**src/rtl/rv32_pkg.sv**
```systemverilog
// Shared constants for the rv32 pipeline; elastic_pipe bounds its DEPTH against these.
package rv32_pkg;

  localparam int ELASTIC_MAX_DEPTH = 8;

endpackage

```
**src/rtl/elastic_stage.sv**
```systemverilog
// One elastic register stage: main register, optional skid register, valid/ready logic.
// Handshake: a transfer happens on a rising edge where valid && ready; valid never waits on ready.
module elastic_stage #(
  parameter int WIDTH = 32,
  parameter int SKID  = 1
) (
  input  logic             clk,
  input  logic             reset,
  input  logic             flush,
  input  logic             in_valid,
  output logic             in_ready,
  input  logic [WIDTH-1:0] in_data,
  output logic             out_valid,
  input  logic             out_ready,
  output logic [WIDTH-1:0] out_data
);

  logic             main_valid;
  logic [WIDTH-1:0] main_data;

  assign out_valid = main_valid;
  assign out_data  = main_data;

  if (SKID != 0) begin : g_skid
    logic             skid_valid;
    logic [WIDTH-1:0] skid_data;
    logic             main_free;

    // Ready is purely registered, which breaks the combinational ready chain.
    assign in_ready  = !skid_valid;
    assign main_free = !main_valid || out_ready;

    always_ff @(posedge clk or posedge reset) begin
      if (reset) begin
        main_valid <= 1'b0;
        main_data  <= '0;
        skid_valid <= 1'b0;
        skid_data  <= '0;
      end else if (flush) begin
        main_valid <= 1'b0;
        skid_valid <= 1'b0;
      end else if (main_free) begin
        if (skid_valid) begin
          main_valid <= 1'b1;
          main_data  <= skid_data;
          skid_valid <= 1'b0;
        end else begin
          main_valid <= in_valid;
          if (in_valid) main_data <= in_data;
        end
      end else if (in_valid && !skid_valid) begin
        skid_valid <= 1'b1;
        skid_data  <= in_data;
      end
    end
  end else begin : g_plain
    assign in_ready = !main_valid || out_ready;

    always_ff @(posedge clk or posedge reset) begin
      if (reset) begin
        main_valid <= 1'b0;
        main_data  <= '0;
      end else if (flush) begin
        main_valid <= 1'b0;
      end else if (in_ready) begin
        main_valid <= in_valid;
        if (in_valid) main_data <= in_data;
      end
    end
  end

endmodule

```
**src/rtl/elastic_pipe.sv**
```systemverilog
// Elastic pipeline register chain of DEPTH stages with flush and a registered occupancy count.
// Handshake: a transfer happens on a rising edge where valid && ready; valid never waits on ready.
module elastic_pipe
  import rv32_pkg::*;
#(
  parameter int WIDTH = 32,
  parameter int DEPTH = 1,
  parameter int SKID  = 1
) (
  input  logic                                  clk,
  input  logic                                  reset,
  input  logic                                  flush,
  input  logic                                  in_valid,
  output logic                                  in_ready,
  input  logic [WIDTH-1:0]                      in_data,
  output logic                                  out_valid,
  input  logic                                  out_ready,
  output logic [WIDTH-1:0]                      out_data,
  output logic [$clog2(DEPTH*(1+SKID)+1)-1:0]   occupancy
);

  localparam int CAP   = DEPTH * (1 + SKID);
  localparam int OCC_W = $clog2(CAP + 1);
  localparam logic [OCC_W-1:0] OCC_ONE = OCC_W'(1);

  if (DEPTH < 1 || DEPTH > ELASTIC_MAX_DEPTH || WIDTH < 1 || SKID < 0 || SKID > 1) begin : g_param_check
    $error("elastic_pipe: unsupported parameters DEPTH=%0d WIDTH=%0d SKID=%0d", DEPTH, WIDTH, SKID);
  end

  // Held low through reset and released on the first edge afterwards.
  logic             accept_en;
  logic [OCC_W-1:0] occ;
  logic             acc_in;
  logic             acc_out;

  for (genvar i = 0; i < DEPTH; i++) begin : g_stage
    logic             s_in_valid;
    logic             s_in_ready;
    logic [WIDTH-1:0] s_in_data;
    logic             s_out_valid;
    logic             s_out_ready;
    logic [WIDTH-1:0] s_out_data;

    if (i == 0) begin : g_head
      assign s_in_valid = in_valid && accept_en && !flush;
      assign s_in_data  = in_data;
    end else begin : g_link
      assign s_in_valid = g_stage[i-1].s_out_valid;
      assign s_in_data  = g_stage[i-1].s_out_data;
    end

    if (i == DEPTH - 1) begin : g_tail
      assign s_out_ready = out_ready;
    end else begin : g_mid
      assign s_out_ready = g_stage[i+1].s_in_ready;
    end

    elastic_stage #(.WIDTH(WIDTH), .SKID(SKID)) u_stage (
      .clk       (clk),
      .reset     (reset),
      .flush     (flush),
      .in_valid  (s_in_valid),
      .in_ready  (s_in_ready),
      .in_data   (s_in_data),
      .out_valid (s_out_valid),
      .out_ready (s_out_ready),
      .out_data  (s_out_data)
    );
  end

  assign in_ready  = accept_en && !flush && g_stage[0].s_in_ready;
  assign out_valid = g_stage[DEPTH-1].s_out_valid;
  assign out_data  = g_stage[DEPTH-1].s_out_data;
  assign acc_in    = in_valid && in_ready;
  assign acc_out   = out_valid && out_ready;
  assign occupancy = occ;

  // An output handshake during flush still completes; the count then restarts at zero.
  always_ff @(posedge clk or posedge reset) begin
    if (reset) begin
      accept_en <= 1'b0;
      occ       <= '0;
    end else begin
      accept_en <= 1'b1;
      if (flush) begin
        occ <= '0;
      end else begin
        case ({acc_in, acc_out})
          2'b10:   occ <= occ + OCC_ONE;
          2'b01:   occ <= occ - OCC_ONE;
          default: occ <= occ;
        endcase
      end
    end
  end

endmodule

```
**config.mk**
```make
export PLATFORM = sky130hd
export DESIGN_NAME = elastic_pipe
export DESIGN_NICKNAME = d
export VERILOG_FILES = /design/src/rtl/rv32_pkg.sv /design/src/rtl/elastic_stage.sv /design/src/rtl/elastic_pipe.sv
export SDC_FILE = /design/constraint.sdc
export NUM_CORES = 1
export LEC_CHECK = 0
export CORE_MARGIN = 2
export CORE_UTILIZATION = 35
export DETAILED_ROUTE_END_ITERATION = 8
export PLACE_DENSITY_LB_ADDON = 0.25
export REMOVE_ABC_BUFFERS = 1
export SYNTH_ARGS = -nofsm -noshare
export SYNTH_HDL_FRONTEND = slang
export SYNTH_HIERARCHICAL = 1
export SYNTH_SLANG_ARGS = --single-unit
```
**constraint.sdc**
```tcl
create_clock -name clk -period 2.1 [get_ports clk]
set_input_delay 0.42 -clock clk [delete_from_list [all_inputs] [get_ports clk]]
set_output_delay 0.42 -clock clk [all_outputs]
set_load 0.05 [all_outputs]
```
**Yosys cells after proc, flatten, opt, wreduce, memory -nomap -nowiden**

Index checks and enable logic that the tools add are counted.

- Add/subtract/negate cells: 2
- Bitwise logic cells: 2
- Eq/ne operators: 2
- Reduce and logical (&&, ||, !) cells: 17
- Multiplexer cells: 10

Operators by type and width:

| operator | count |
|---|---|
| $mux W32 | 2 |
| $logic_and A1 B1 Y1 | 7 |
| $mux W1 | 6 |
| $reduce_and A3 Y1 | 2 |
| $reduce_bool A3 Y1 | 2 |
| $pmux W2 S2 | 1 |
| $reduce_bool A2 Y1 | 2 |
| $logic_not A1 Y1 | 3 |
| $add A2 B1 Y2 const B | 1 |
| $eq A2 B1 Y1 const B | 1 |
| $eq A2 B2 Y1 const B | 1 |
| $mux W2 | 1 |
| $not A1 Y1 | 2 |
| $sub A2 B1 Y2 const B | 1 |
| $logic_or A1 B1 Y1 | 1 |

- Register bits after elaboration: 69
- Word-level logic and storage cells: 39

**Logic depth before layout (Yosys ltp)**

- Depth in word-level cells: 7
- Depth in mapped cells: 6
- Gate-level depth less buffers: 4

**Hierarchy**

Netlist, hierarchy kept.

Modules (own cells, without submodules):

| module | cells each | instances | area an instance (µm²) |
|---|---|---|---|
| elastic_stage | 181 | 1 | 3021.6 |
| elastic_pipe | 18 | 1 | 190.2 |

**Least setup slack after synthesis**

OpenSTA, ideal clock, no wires.

- Path kind: flip-flop to flip-flop
- From: register g_stage[0].u_stage.main_valid
- To: register g_stage[0].u_stage.g_skid.skid_data[0]
- Setup time: 0.125 ns
- Data arrival time: 1.771 ns
- Cell stages (with the launch flop): 5
- Setup slack: 0.204 ns
- Cell sequence: dfrtp_1 nand2b_4 nor4b_4 buf_6 mux2_4

- Cells in the longest elaborated chain, start to end: 4

RTL lines:

| element | RTL line | source |
|---|---|---|
| start, declared | elastic_stage.sv:18 | `logic main_valid;` |
| start signal, assigned | elastic_stage.sv:48 | `main_valid <= in_valid;` |
| $logic_not A1 Y1 | elastic_stage.sv:31 | `assign main_free = !main_valid \|\| out_ready;` |
| $logic_or A1 B1 Y1 | elastic_stage.sv:31 |  |
| $not A1 Y1 (no line) | n/a |  |
| $reduce_and A3 Y1 (no line) | n/a |  |
| end signal, assigned | elastic_stage.sv:53 | `skid_data <= in_data;` |
| end, declared | elastic_stage.sv:26 | `logic [WIDTH-1:0] skid_data;` |

Every way passes these cells.
A chain may end at the register's enable or synchronous reset.

**Final worst setup path**

- From: register g_stage[0].u_stage.main_data[27]
- To: output out_data[27]

RTL lines:

| element | RTL line | source |
|---|---|---|
| start, declared | elastic_stage.sv:19 | `logic [WIDTH-1:0] main_data;` |
| start signal, assigned | elastic_stage.sv:45 | `main_data <= skid_data;` |
| start signal, assigned | elastic_stage.sv:49 | `if (in_valid) main_data <= in_data;` |
| end, declared | elastic_pipe.sv:18 | `output logic [WIDTH-1:0] out_data,` |

No word-level cell between the ends.

==> run summary <==
outcome -> complete, no violations
number of setup buffers added after CTS -> 0
Hold Path Class -> primary input to async pin
Port Buffers -> 72
Post-Syn Area per Cell -> 16.1 um^2
Pleak -> 1.88 nW
register area share after synthesis -> 0.538
crit end category -> output port
max-cap violation count -> 0
io pins -> 73
CP Data Arrival Time -> 1.53 ns
crit path cell chain -> clkdlybuf4s50_1
n_diodes -> 0
RSZ-0062 raised after global routing -> false
clk buf depth -> 2
routed wire length -> 6080 um
Largest stage delay, worst path -> 0.83 ns
Synth Warn # -> 6
Crit-path slowest cell -> clkdlybuf4s50_1
Reg clk slew, reported paths -> 0.08 ns
final setup violation count -> 0
largest family of logic cells by synthesized area -> multiplexers
Sw Ratio -> 0.312
Pre-antenna DRT Iters -> 4
CP Max Fanout -> 2
Final Hold Fails -> 0
iteration-0 DRC count of the detailed router -> 36
synth unique cells -> 25
Crit Path Category -> flop to output port
Worst Skew -> 0.00512 ns
share of layout cells above drive strength 1 -> 0.456
CTS tree -> built
Routed WL per cell -> 15.4 um
Synth-to-Final Area Change -> 35.7%
setup TNS -> 0 ns
Crit path buffers/inverters -> 1
Final Total Pwr -> 4.25 mW
CTS root buf -> clkbuf_8
internal power -> 2.92 mW
worst slack, placed -> -0.132 ns
FILL cells -> 763
Final Wtd Congestion -> 0.685
post-synthesis mux area share -> 0.378
antenna violations before repair -> 0
hold buffers post-CTS -> 0
critical path launch point type -> flop
Simple-Gate Fraction of Synth Area -> 0.0417
core area -> 8810 um^2
grt total ovfl -> 0
post-synthesis cell count -> 199
Total GRT Usage -> 0.134
share of power burned in registers -> 0.379
first-pass GRT wire length -> 10300 um
Cell Pwr Density -> 975 nW/um^2
number of global-route vias before repair -> 2057
clock share of power -> 0.334
period utilization -> 0.928
Psw -> 1.33 mW
relative slew slack -> 0.642
Tmin final -> 1.95 ns
XOR/XNOR Fraction of Synth Area -> 0
R2R Path Start -> g_stage[0].u_stage/out_valid$_DFFE_PP0P_
FP Rows -> 34
Worst-Margin Slew -> 0.535 ns
H-tree depth -> 3
Fmax -> 513 MHz
crit path from -> g_stage[0].u_stage/out_data[27]$_DFFE_PP0P_
share of synthesized cell area in full adder, half adder and majority cells -> 0
setup ws final -> 0.151 ns
cell family with most CP delay -> buffers and inverters
Detailed Place HPWL -> 4030 um
Num CTS Buffers -> 9
vias per cell -> 4.73
Die Span X -> 99.8 um
pin count of the biggest net entering global routing -> 40
Post-DRT Antenna Nets -> 0
Clock Sinks -> 69
Comb power frac -> 0.287
Synth Cell Area -> 3210 um^2
FF+latch count, synth -> 69
initial core utilization -> 0.365
CP required -> 1.68 ns
vias -> 1867
fin. max-slew vios -> 0
maximum VDD drop -> 428 uV
die area -> 9960 um^2
Synth Area in Compound Gates -> 0.00896
Final nets -> 319
# DRC -> 0
post-CTS resize count -> 0
Die Height -> 99.8 um
Clock Latency Late Sink -> 0.34 ns
## power groups by stage
stage / Sequential [mW] / Combinational, mW / Clock [mW]
final: 1.61 / 1.22 / 1.42
after CTS: 1.61 / 1.23 / 1.47
after global placement: 1.63 / 1.22 / 0
after detailed placement: 1.64 / 1.23 / 0
after floorplan: 2.15 / 0.254 / 0
after global routing: 1.64 / 1.28 / 1.52
## kinds of logic (layout without fill, tap and decap cells)
group	after synthesis	after routing
AO/OA/AOI/OAI	3	3
flip-flops	69	69
other	1	1
multiplexers	98	98
AND/OR/NAND/NOR	15	15
buffers and inverters	13	101
## layout make-up
class | count | area (um^2) | area share
sequential | 69 | 1730 | 0.396
multi-input combinational | 117 | 1380 | 0.317
timing repair buffer | 82 | 841 | 0.193
clock inverter | 7 | 138 | 0.0316
tap | 108 | 135 | 0.0310
clock buffer | 9 | 124 | 0.0284
inverter | 3 | 11.3 | 0.00258
## state kept, by name (all words and copies together) (netlist names)
| name | flops |
|---|---|
| accept_en | 1 |
| g_stage.u_stage/out_valid | 1 |
| g_stage.u_stage/g_skid.skid_valid | 1 |
| occupancy | 2 |
| g_stage.u_stage/g_skid.skid_data | 32 |
| g_stage.u_stage/out_data | 32 |
## synth_stat cells
master	instances	area, um^2
a21boi_4	1	18.8
nor3_1	2	10.0
mux2_2	64	721
conb_1	1	3.75
buf_2	2	10.0
and2b_2	1	8.76
a21oi_1	1	5.00
mux2_1	3	33.8
nor3b_1	1	7.51
dfrtp_1	69	1730
and3b_1	1	8.76
o21ai_0	1	5.00
clkbuf_1	1	3.75
and4b_1	1	10.0
mux2i_1	1	10.0
and3b_2	1	10.0
inv_1	3	11.3
nor4b_4	1	23.8
mux2_4	30	450
nand2b_4	1	13.8
nand2_1	1	3.75
nor3_4	1	16.3
and2b_4	1	10.0
buf_6	7	78.8
nor2_1	3	11.3
## metal layers
layer | global-route usage | vias to the layer above | part of all wire
met2 | 0.208 | 55 | 0.46
met1 | 0.170 | 931 | 0.47
met5 | 0 | - | 0
li1 | - | 872 | -
met3 | 0.0536 | 9 | 0.060
met4 | 0.0474 | 0 | 0.014
## final timing paths
path	cells past startpoint	to	slack, ns
setup reg to reg	4	g_stage[0].u_stage/g_skid.skid_data[11]$_DFFE_PP0P_	0.42
max in group asynchronous	3	g_stage[0].u_stage/out_data[24]$_DFFE_PP0P_	1.13
min in group clk	1	g_stage[0].u_stage/out_data[23]$_DFFE_PP0P_	0.50
hold reg to reg	1	g_stage[0].u_stage/out_data[23]$_DFFE_PP0P_	0.50
hold / removal	2	occupancy[0]$_DFFE_PP0P_	0.30
setup / recovery	1	out_data[27]	0.15
## cells in the final DEF, fill, tap and decap left out, types with 2 or more instances in the layout
cell              n
clkdlybuf4s50_1  70
dfrtp_1          68
mux2_2           64
mux2_4           30
clkbuf_8          9
buf_4             8
bufinv_16         4
buf_12            4
nor2_1            3
mux2_1            3
nor3_1            2
inv_1             2
clkinv_2          2
## per-stage QoR
| stage | utilization | cell area, um^2 | instances | hold slack, ns |
|---|---|---|---|---|
| floorplan | - | 3120 | 189 | 0.174 |
| global placement | 0.465 | 4100 | 379 | 0.468 |
| detailed placement | 0.465 | 4100 | 379 | 0.484 |
| CTS | 0.495 | 4360 | 395 | 0.290 |
| global route | 0.495 | 4360 | 395 | 0.318 |
| finish | 0.495 | 4360 | 395 | 0.299 |
Note: power is estimated with default switching activity, not from simulation.
